## config.mk

```make
export PLATFORM = sky130hd
export DESIGN_NAME = mod_exp_engine
export DESIGN_NICKNAME = d
export VERILOG_FILES = /design/src/rtl/rsa_pkg.sv /design/src/rtl/mod_mul_serial.sv /design/src/rtl/mod_exp_engine.sv
export SDC_FILE = /design/constraint.sdc
export NUM_CORES = 1
export LEC_CHECK = 0
export BUFFER_PORTS_ARGS = -buffer_cell sky130_fd_sc_hd__buf_2
export CORE_MARGIN = 1.5
export CORE_UTILIZATION = 55
export CTS_CLUSTER_SIZE = 16
export DETAILED_ROUTE_END_ITERATION = 16
export PLACE_DENSITY = 0.81
export SYNTH_ARGS = -nofsm -noshare
export SYNTH_HDL_FRONTEND = slang
export SYNTH_SLANG_ARGS = --single-unit
```

## constraint.sdc

```tcl
create_clock -name clk -period 6 [get_ports clk]
set_input_delay 0.9 -clock clk [delete_from_list [all_inputs] [get_ports clk]]
set_output_delay 0.9 -clock clk [all_outputs]
set_load 0.01 [all_outputs]
```

## src/rtl/rsa_pkg.sv

```systemverilog
// Shared definitions for the RSA modular-exponentiation datapath: FSM encoding
// and latency helpers.
package rsa_pkg;

   localparam logic [2:0] ST_IDLE   = 3'd0;
   localparam logic [2:0] ST_CHECK  = 3'd1;
   localparam logic [2:0] ST_REDUCE = 3'd2;
   localparam logic [2:0] ST_MUL_R  = 3'd3;
   localparam logic [2:0] ST_SQR    = 3'd4;
   localparam logic [2:0] ST_NEXT   = 3'd5;
   localparam logic [2:0] ST_FINISH = 3'd6;

   typedef enum logic [2:0] {
      IDLE   = ST_IDLE,
      CHECK  = ST_CHECK,
      REDUCE = ST_REDUCE,
      MUL_R  = ST_MUL_R,
      SQR    = ST_SQR,
      NEXT   = ST_NEXT,
      FINISH = ST_FINISH
   } state_e;

   // Cycles from multiplier launch to its done pulse.
   function automatic int unsigned mul_lat(input int unsigned w);
      return w + 1;
   endfunction

   // Start-edge to done-high latency of the exponentiation engine.
   function automatic int unsigned exp_latency(input int unsigned w,
                                               input logic [63:0] e,
                                               input logic [63:0] m);
      int unsigned pop;
      int unsigned len;
      pop = 0;
      len = 0;
      if (m < 64'd2 || e == 64'd0) return 2;
      for (int i = 0; i < 64; i++) begin
         if (e[i]) begin
            pop = pop + 1;
            len = 32'(i + 1);
         end
      end
      return 2 + mul_lat(w) * (pop + len);
   endfunction

endpackage

```

## src/rtl/mod_mul_serial.sv

```systemverilog
// Bit-serial interleaved (Blakley) modular multiplier: res = a*b mod m.
// Requires b < m; a may be any value. go loads, mdone pulses WIDTH+1 cycles later.
module mod_mul_serial #(
   parameter int unsigned WIDTH = 16
) (
   input  logic             clk,
   input  logic             Rst,
   input  logic             go,
   input  logic [WIDTH-1:0] a,
   input  logic [WIDTH-1:0] b,
   input  logic [WIDTH-1:0] m,
   output logic [WIDTH-1:0] res,
   output logic             mdone
);
   import rsa_pkg::*;

   localparam int unsigned CW = $clog2(WIDTH + 1);
   localparam int unsigned PW = WIDTH + 2;

   logic [WIDTH-1:0] r_a;
   logic [WIDTH-1:0] r_b;
   logic [WIDTH-1:0] r_m;
   logic [PW-1:0]    r_p;
   logic [CW-1:0]    r_cnt;
   logic             r_run;
   logic             r_mdone;

   logic [PW-1:0]    w_p2;
   logic [PW-1:0]    w_s1;
   logic [PW-1:0]    w_s2;

   // One MSB-first step: P = 2P + a_i*b, then at most two subtractions of m.
   always_comb begin
      w_p2 = (r_p << 1) + (r_a[WIDTH-1] ? {2'b00, r_b} : '0);
      w_s1 = (w_p2 >= {2'b00, r_m}) ? w_p2 - {2'b00, r_m} : w_p2;
      w_s2 = (w_s1 >= {2'b00, r_m}) ? w_s1 - {2'b00, r_m} : w_s1;
   end

   always_ff @(posedge clk) begin
      if (Rst) begin
         r_a     <= '0;
         r_b     <= '0;
         r_m     <= '0;
         r_p     <= '0;
         r_cnt   <= '0;
         r_run   <= 1'b0;
         r_mdone <= 1'b0;
      end else begin
         r_mdone <= 1'b0;
         if (go) begin
            r_a   <= a;
            r_b   <= b;
            r_m   <= m;
            r_p   <= '0;
            r_cnt <= CW'(WIDTH);
            r_run <= 1'b1;
         end else if (r_run) begin
            r_p   <= w_s2;
            r_a   <= r_a << 1;
            r_cnt <= r_cnt - CW'(1);
            if (r_cnt == CW'(1)) begin
               r_run   <= 1'b0;
               r_mdone <= 1'b1;
            end
         end
      end
   end

   assign res   = r_p[WIDTH-1:0];
   assign mdone = r_mdone;

endmodule

```

## src/rtl/mod_exp_engine.sv

```systemverilog
// Modular exponentiation (right-to-left square-and-multiply) on one shared
// serial multiplier. Exponent-bit dispatch happens in each multiply's done cycle.
module mod_exp_engine #(
   parameter int unsigned WIDTH = 16
) (
   input  logic             clk,
   input  logic             Rst,
   input  logic             start,
   input  logic [WIDTH-1:0] base,
   input  logic [WIDTH-1:0] exponent,
   input  logic [WIDTH-1:0] modulus,
   output logic             busy,
   output logic             done,
   output logic             error,
   output logic [WIDTH-1:0] result
);
   import rsa_pkg::*;

   state_e           r_state;
   state_e           w_next;
   logic [WIDTH-1:0] r_base;
   logic [WIDTH-1:0] r_e;
   logic [WIDTH-1:0] r_m;
   logic [WIDTH-1:0] r_b;
   logic [WIDTH-1:0] r_r;
   logic             r_busy;
   logic             r_done;
   logic             r_error;
   logic [WIDTH-1:0] r_result;

   logic             w_go;
   logic [WIDTH-1:0] w_op_a;
   logic [WIDTH-1:0] w_op_b;
   logic [WIDTH-1:0] w_res;
   logic             w_mdone;
   logic [WIDTH-1:0] w_b_cur;
   logic [WIDTH-1:0] w_r_cur;
   logic [WIDTH-1:0] w_e_cur;

   mod_mul_serial #(.WIDTH(WIDTH)) u_mul (
      .clk   (clk),
      .Rst   (Rst),
      .go    (w_go),
      .a     (w_op_a),
      .b     (w_op_b),
      .m     (r_m),
      .res   (w_res),
      .mdone (w_mdone)
   );

   // Forward the just-finished product so the next multiply can launch this cycle.
   assign w_b_cur = (w_mdone && r_state != MUL_R) ? w_res : r_b;
   assign w_r_cur = (w_mdone && r_state == MUL_R) ? w_res : r_r;
   assign w_e_cur = (w_mdone && r_state == SQR) ? (r_e >> 1) : r_e;

   always_ff @(posedge clk) begin
      if (Rst) r_state <= IDLE;
      else     r_state <= w_next;
   end

   always_comb begin
      w_next = r_state;
      w_go   = 1'b0;
      w_op_a = '0;
      w_op_b = '0;
      case (r_state)
         IDLE: if (start) w_next = CHECK;
         CHECK: begin
            if (r_m <= WIDTH'(1) || r_e == '0) begin
               w_next = FINISH;
            end else begin
               w_next = REDUCE;
               w_go   = 1'b1;
               w_op_a = r_base;
               w_op_b = WIDTH'(1);
            end
         end
         REDUCE, MUL_R, SQR: begin
            if (w_mdone) begin
               if (r_state == MUL_R)
                  w_next = (w_e_cur[WIDTH-1:1] == '0) ? FINISH : SQR;
               else if (w_e_cur == '0)
                  w_next = FINISH;
               else
                  w_next = w_e_cur[0] ? MUL_R : SQR;
               if (w_next == MUL_R) begin
                  w_go   = 1'b1;
                  w_op_a = w_r_cur;
                  w_op_b = w_b_cur;
               end else if (w_next == SQR) begin
                  w_go   = 1'b1;
                  w_op_a = w_b_cur;
                  w_op_b = w_b_cur;
               end
            end
         end
         FINISH:  w_next = IDLE;
         default: w_next = IDLE;
      endcase
   end

   always_ff @(posedge clk) begin
      if (Rst) begin
         r_base   <= '0;
         r_e      <= '0;
         r_m      <= '0;
         r_b      <= '0;
         r_r      <= '0;
         r_busy   <= 1'b0;
         r_done   <= 1'b0;
         r_error  <= 1'b0;
         r_result <= '0;
      end else begin
         r_done <= 1'b0;
         r_b    <= w_b_cur;
         r_r    <= w_r_cur;
         r_e    <= w_e_cur;
         case (r_state)
            IDLE: begin
               if (start) begin
                  r_base  <= base;
                  r_e     <= exponent;
                  r_m     <= modulus;
                  r_busy  <= 1'b1;
                  r_error <= 1'b0;
               end
            end
            CHECK: begin
               // Modulus 0/1 yields 0; otherwise r starts at 1 (also the e==0 answer).
               r_r     <= (r_m > WIDTH'(1)) ? WIDTH'(1) : '0;
               r_error <= (r_m == '0);
            end
            FINISH: begin
               r_done   <= 1'b1;
               r_busy   <= 1'b0;
               r_result <= r_r;
            end
            default: ;
         endcase
      end
   end

   assign busy   = r_busy;
   assign done   = r_done;
   assign error  = r_error;
   assign result = r_result;

endmodule
```

==> impl_metrics.tcl, run 1 <==
set metrics [dict create \
    power.switching_mw 3.157 \
    min_path_type "reg2reg" \
    netlist.area_leader.share 0.3705 \
    ff2ff_setup_slack_ps -250 \
    cts_tree "done" \
    clk_pin_slew_worst_paths_ps 70 \
    grt_pass1_wl_um 43460 \
    async_flop_share 0 \
    drt-initial-drc-count 661 \
    synth_edf_count 0 \
    grt_max_degree 102 \
    postRouteAntennaNets 0 \
    synth_warnings 0 \
    cpPeakStageDelay_ps 380 \
    vdd.ir_drop.worst_uv 780.5 \
    synth_area_leader_cell "dfxtp_1" \
    postSynthCellCount 1184 \
    arrival_ps 6530 \
    fin_ws_ps -245.5 \
    slew_violations 0 \
    overflow 0 \
    clk_latency_ps 430 \
    syn-num-nets 1287 \
    final_layout_size_suffix_gt1_frac 0.2395 \
    syn_area_um2 9402 \
    cts_buffers 17 \
    crit_top_cell "a21oi_1" \
    clock-sinks 174 \
    power_mw 7.988 \
    vias 9357 \
    crit_buf_inv 4 \
    postLayoutCoreUtil 0.7152 \
    hpwl_um 18480 \
    grt_usage 0.3052 \
    min_period_ps 6245 \
    finalSetupViolations 17 \
    ios 70 \
    firstDrtPassIters 5 \
    ys.flop_type "dfxtp_1" \
    switching_share 0.3953 \
    internal_power_mw 4.830 \
    yosys-top-cells-count "nand2_1 (205), dfxtp_1 (174), a21oi_1 (156), nor2_1 (118), o21ai_0 (70)" \
    post_drt_wl_per_cell_um 17.23 \
    wirelength_um 27540 \
    die_h_um 133.7 \
    syn2layout_area_growth_pct 26.60 \
    required_ps 6290 \
    path_delay_family "compound AO/OA/AOI/OAI gates" \
    die_x_um 133.7 \
    avgSynthCellArea_um2 7.940 \
    initial_utilization 0.5649 \
    skew_ps 14.39 \
    leakagePower_nw 4.977 \
    comb_power_share 0.699 \
    cap_violations 0 \
    critPathMaxFanout 8 \
    p_per_area_nw_per_um2 671.1 \
    slew_headroom 0.2500 \
    crit_slowest_cell "fa_2" \
    yosysMostFrequentCell "nand2_1" \
    worst_slew_pin_slew_ps 1121 \
    crit_path_start_kind "register" \
    io_buffers 69 \
    num_rows 47 \
    die_area_um2 17890 \
    clkPwrFrac 0.137 \
    clockBufferDepth 2 \
    htreeDepth 4 \
    hold_ws_ps 451.5 \
    status "finished with violations" \
    synth.distinct_cells 58 \
    fin_setup_tns_ps -3441 \
    grt_pass1_vias 8878 \
    endpoint_kind "register" \
    synth_seq_cells 174 \
    post-route-period-util 1.041 \
    synthTopCellsByArea "dfxtp_1 (37%), a21oi_1 (8.3%), nand2_1 (8.2%)" \
    fin_nets 1468 \
    seqPwrFrac 0.163 \
    ys_seq_area_frac 0.3705 \
    antenna_found_initial 0 \
    gp_congestion 0.9503 \
    worstSetupPathType "reg2reg" \
    fill_cells 1252 \
    diodes 0 \
    max_freq_mhz 160.1 \
    post-route-drc-count 0 \
    core_um2 16640 \
    rsz0062_at_grt "true" \
    cts_root_buf "clkbuf_16" \
    viasPerCell 5.855 \
    hold_viol 0 \
    violations "setup timing" \
]
## state kept, by name, summed over array words and instances (netlist names), 3 cells and up
| register | count |
|---|---|
| r_e | 16 |
| u_mul.r_cnt | 5 |
| result | 16 |
| r_m | 16 |
| u_mul.r_b | 16 |
| r_r | 16 |
| r_base | 16 |
| r_state | 3 |
| u_mul.r_a | 16 |
| u_mul.r_p | 17 |
| r_b | 16 |
| u_mul.r_m | 16 |
## final cells by class
type,count,area [um2],share of cell area
inverters,25,93.84,0.007884
flip-flops and latches,174,3487,0.2930
clock buffers,19,442.9,0.03721
multi-input cells,920,5854,0.4919
repair buffers,227,1603,0.1347
well taps,220,275.3,0.02313
clock inverters,13,146.4,0.01230
## worst register-to-register path, delay by kind of cell (launching register included)
| kind | cells | cell delay [ps] |
|---|---|---|
| AOI/OAI and AO/OA | 14 | 2600 |
| and+or+nand+nor | 6 | 1030 |
| muxes | 1 | 230 |
| DFF | 1 | 370 |
| xor gates and xnor gates | 1 | 200 |
| buffers and inverters | 4 | 630 |
| adders and majority gates | 4 | 1070 |
## routing by layer
| layer | track usage | routed length [um] | up-vias |
|---|---|---|---|
| met2 | 0.5123 | 13050 | 339 |
| met3 | 0.05327 | 1621 | 99 |
| met4 | 0.1395 | 1290 | 0 |
| met5 | 0 | 0 | - |
| met1 | 0.3826 | 11580 | 4403 |
| li1 | - | - | 4516 |
## what timing repair did
| action | CTS | global route |
|---|---|---|
| hold buffers | 0 | 0 |
| gates cloned | 2 | 0 |
| pin swaps | 24 | 21 |
| buffers inserted | 34 | 6 |
| endpoints found under the setup margin | 17 | 17 |
| resized for setup | 25 | 24 |
## cells by family (layout without fill, tap and decap cells)
group | after synthesis | in the layout | synth area share
xor+xnor | 44 | 44 | 0.04179
flops | 174 | 174 | 0.3705
buf+inv | 91 | 284 | 0.03793
compound gates | 346 | 346 | 0.2246
mux | 55 | 55 | 0.06002
fa+ha+maj | 52 | 52 | 0.07160
simple gates | 422 | 423 | 0.1935
## worst paths after layout
kind,start,to,cells after the start
max reg2reg,u_mul.r_a[15]$_SDFFE_PP0P_,u_mul.r_p[4]$_SDFFE_PP0P_,30
min,u_mul.r_m[8]$_SDFFE_PP0P_,u_mul.r_m[8]$_SDFFE_PP0P_,2
min reg2reg,u_mul.r_m[8]$_SDFFE_PP0P_,u_mul.r_m[8]$_SDFFE_PP0P_,2
max,u_mul.r_a[15]$_SDFFE_PP0P_,u_mul.r_p[4]$_SDFFE_PP0P_,30
## metrics by stage
step | std cells | instance area [um2] | setup slack, ps
4_1_cts | 1592 | 11760 | -74.89
6_report | 1598 | 11900 | -245.5
5_1_grt | 1598 | 11900 | -507.7
3_3_place_gp | 1524 | 10740 | -179.5
2_1_floorplan | 1184 | 9505 | -148.9
3_5_place_dp | 1524 | 10740 | -278.1
## cell usage in the layout (no fill, tap or decap), types with 4 or more instances in the layout
| master | n |
|---|---|
| nand2_1 | 204 |
| dfxtp_1 | 173 |
| buf_4 | 149 |
| a21oi_1 | 148 |
| nor2_1 | 114 |
| buf_2 | 68 |
| o21ai_0 | 66 |
| a211oi_1 | 53 |
| mux2i_1 | 44 |
| ha_1 | 41 |
| xnor2_1 | 28 |
| inv_1 | 25 |
| clkbuf_16 | 18 |
| a21o_1 | 17 |
| and2_1 | 16 |
| nor2b_1 | 14 |
| nor3_1 | 13 |
| xor2_1 | 11 |
| mux2_2 | 10 |
| o21a_1 | 9 |
| nand4_1 | 8 |
| nand3_1 | 8 |
| a21oi_2 | 8 |
| a31oi_1 | 7 |
| nor4_1 | 7 |
| buf_6 | 7 |
| or3_1 | 6 |
| ha_4 | 6 |
| o21ai_2 | 5 |
| and3_1 | 5 |
| o31a_1 | 4 |
| inv_6 | 4 |
## power by group through the flow
stage / combinational (mW) / clock [mW] / sequential, mW
2_1_floorplan: 2.81 / 0 / 1.31
3_3_place_gp: 4.38 / 0 / 1.32
3_5_place_dp: 4.46 / 0 / 1.32
4_1_cts: 5.24 / 1.10 / 1.30
5_1_grt: 5.97 / 1.15 / 1.31
6_report: 5.58 / 1.10 / 1.31
(Power assumes the default switching activity.)
==> run 2: changes to the inputs <==
- CORE_UTILIZATION: 55 -> 45
- PLACE_DENSITY: 0.81 -> 0.69
==> run 2 against run 1 <==
Compared with the run above:
- largest power group unchanged
- sequential cell count did not move
- critical path depth unchanged
- sequential share of layout area shrank 0.38 points
- critical path type unchanged
- clock power down 4%
- the run still ends with setup timing left
- sequential power hardly changed
- non-clock buffer count shrank 4
- largest cell class unchanged
- via count decreased by 2.7%
- cell area rose by 1.3%
- fmax down 1.6%
- die area grew 22%
==> impl_metrics.tcl, run 2 (synthesis gave the netlist of run 1 again) <==
set metrics [dict create \
    final_cell_mix "nand2_1 (202), dfxtp_1 (173), a21oi_1 (144), buf_4 (139), nor2_1 (111)" \
    worstSetupPathType "reg2reg" \
    drt-initial-drc-count 551 \
    arrival_ps 6710 \
    skew_ps 16.85 \
    wirelength_um 26610 \
    critPathMaxFanout 8 \
    post-route-period-util 1.058 \
    core_um2 20360 \
    power_mw 8.089 \
    num_rows 52 \
    vdd.ir_drop.worst_uv 700.5 \
    final_common_cell "nand2_1" \
    gp_congestion 0.9223 \
    ios 70 \
    fin_ws_ps -347.9 \
    cap_violations 0 \
    antenna_found_initial 0 \
    viasPerCell 5.538 \
    min_period_ps 6348 \
    postRouteAntennaNets 0 \
    clk_pin_slew_worst_paths_ps 70 \
    required_ps 6370 \
    rsz0062_at_grt "true" \
    hold_end "result[13]$_SDFFE_PP0P_" \
    firstDrtPassIters 5 \
    grt_pass1_vias 8437 \
    grt_usage 0.2380 \
    clk_latency_ps 440 \
    slew_violations 0 \
    htreeDepth 4 \
    hold_ws_ps 451.1 \
    initial_utilization 0.4617 \
    crit_path_start_kind "register" \
    endpoint_kind "register" \
    worstHoldStart "result[13]$_SDFFE_PP0P_" \
    final_layout_size_suffix_gt1_frac 0.2482 \
    r2r-end "u_mul.r_p[13]$_SDFFE_PP0P_" \
    min_path_type "reg2reg" \
    internal_power_mw 4.880 \
    regMostFlops "u_mul.r_p" \
    worst_slew_pin_slew_ps 1148 \
    seqCellArea_um2 3487 \
    hold_viol 0 \
    vias 9104 \
    io_buffers 69 \
    p_per_area_nw_per_um2 670.8 \
    largest_register_ffs 17 \
    holdPathStages 2 \
    grt_max_degree 89 \
    clockBufferDepth 2 \
    die_h_um 147.5 \
    cts_buffers 17 \
    cts_tree "done" \
    ff2ff_setup_slack_ps -350 \
    die_area_um2 21770 \
    die_x_um 147.5 \
    cts_root_buf "clkbuf_16" \
    grt_pass1_wl_um 41580 \
    slew_headroom 0.2317 \
    multiInputGateArea_um2 5963 \
    post-route-drc-count 0 \
    status "finished with violations" \
    diodes 0 \
    comb_power_share 0.708 \
    cpPeakStageDelay_ps 600 \
    finalSetupViolations 17 \
    clock-sinks 174 \
    violations "setup timing" \
    power.switching_mw 3.209 \
    hpwl_um 18580 \
    hold_buffers 0 \
    clkPwrFrac 0.131 \
    r2r-start "u_mul.r_a[15]$_SDFFE_PP0P_" \
    reg2reg_depth 30 \
    seqPwrFrac 0.161 \
    switching_share 0.3967 \
    post_drt_wl_per_cell_um 16.18 \
    crit_slowest_cell "or4_4" \
    fill_cells 1809 \
    fin_nets 1464 \
    syn2layout_area_growth_pct 28.27 \
    max_freq_mhz 157.5 \
    overflow 0 \
    leakagePower_nw 4.968 \
]
-- run 2: changes by cell type in the layout (fill, tap and decap cells not counted), moves of 4 or more --
cell,delta
a21oi_1,-4
buf_4,-10
buf_6,+4
ha_1,-7
ha_4,+5
mux2_2,-4
mux2_4,+4
o21ai_1,+4
-- run 2: critical path, delay by kind of cell, from the launching register on --
family                     cells  cell delay [ps]
and+or+nand+nor                8             1740
DFF                            1              370
adders and majority gates      4             1120
xor gates and xnor gates       1              210
AOI/OAI and AO/OA             12             1900
buffers and inverters          4              620
muxes                          1              310
-- run 2: how the worst max path moves through the flow --
| stage | startpoint | depth (start not counted) | endpoint | slack [ps] |
|---|---|---|---|---|
| final | u_mul.r_a[15]$_SDFFE_PP0P_ | 30 | u_mul.r_p[13]$_SDFFE_PP0P_ | -350 |
| after floorplan | u_mul.r_a[15]$_SDFFE_PP0P_ | 31 | u_mul.r_p[10]$_SDFFE_PP0P_ | -150 |
| after CTS | u_mul.r_a[15]$_SDFFE_PP0P_ | 30 | u_mul.r_p[8]$_SDFFE_PP0P_ | -130 |
| after detailed placement | u_mul.r_a[15]$_SDFFE_PP0P_ | 28 | u_mul.r_p[1]$_SDFFE_PP0P_ | -350 |
| after global routing | u_mul.r_a[15]$_SDFFE_PP0P_ | 31 | u_mul.r_p[6]$_SDFFE_PP0P_ | -510 |
| after global placement | u_mul.r_a[15]$_SDFFE_PP0P_ | 28 | u_mul.r_p[1]$_SDFFE_PP0P_ | -200 |
-- run 2: area by class of cell --
cell class	count	share of cell area
clock buffers	17	0.03528
clock inverters	15	0.01235
inverters	25	0.007782
multi-input cells	920	0.4945
flip-flops and latches	174	0.2892
well taps	270	0.02801
repair buffers	223	0.1329
-- run 2: routing by layer --
metal	wire, um	track usage
met5	0	0
met4	866	0.09400
met3	1228	0.03920
met2	12580	0.3893
met1	11940	0.3131
-- run 2: timing repair --
action	CTS	global route
resized for setup	31	45
buffers inserted	16	19
pin swaps	30	30
endpoints found under the setup margin	17	17
cloned	2	1
-- run 2: metrics by stage --
stage               setup WS (ps)  cells  utilization  setup TNS, ps  area [um2]
finish                     -347.9   1644       0.5922          -4476       12060
floorplan                  -148.9   1184            -          -1489        9505
detailed placement         -353.8   1574       0.5304          -4045       10800
global route               -510.2   1644       0.5922          -7432       12060
CTS                        -131.6   1624       0.5735          -1049       11680
global placement           -197.7   1574       0.5304          -1585       10800
-- run 2: power by group through the flow --
stage               logic, mW  registers (mW)  clock network, mW
floorplan                2.81            1.31                  0
global placement         4.27            1.32                  0
detailed placement       4.34            1.32                  0
CTS                      4.89            1.30               1.09
global route             6.12            1.31               1.13
finish                   5.72            1.30               1.06
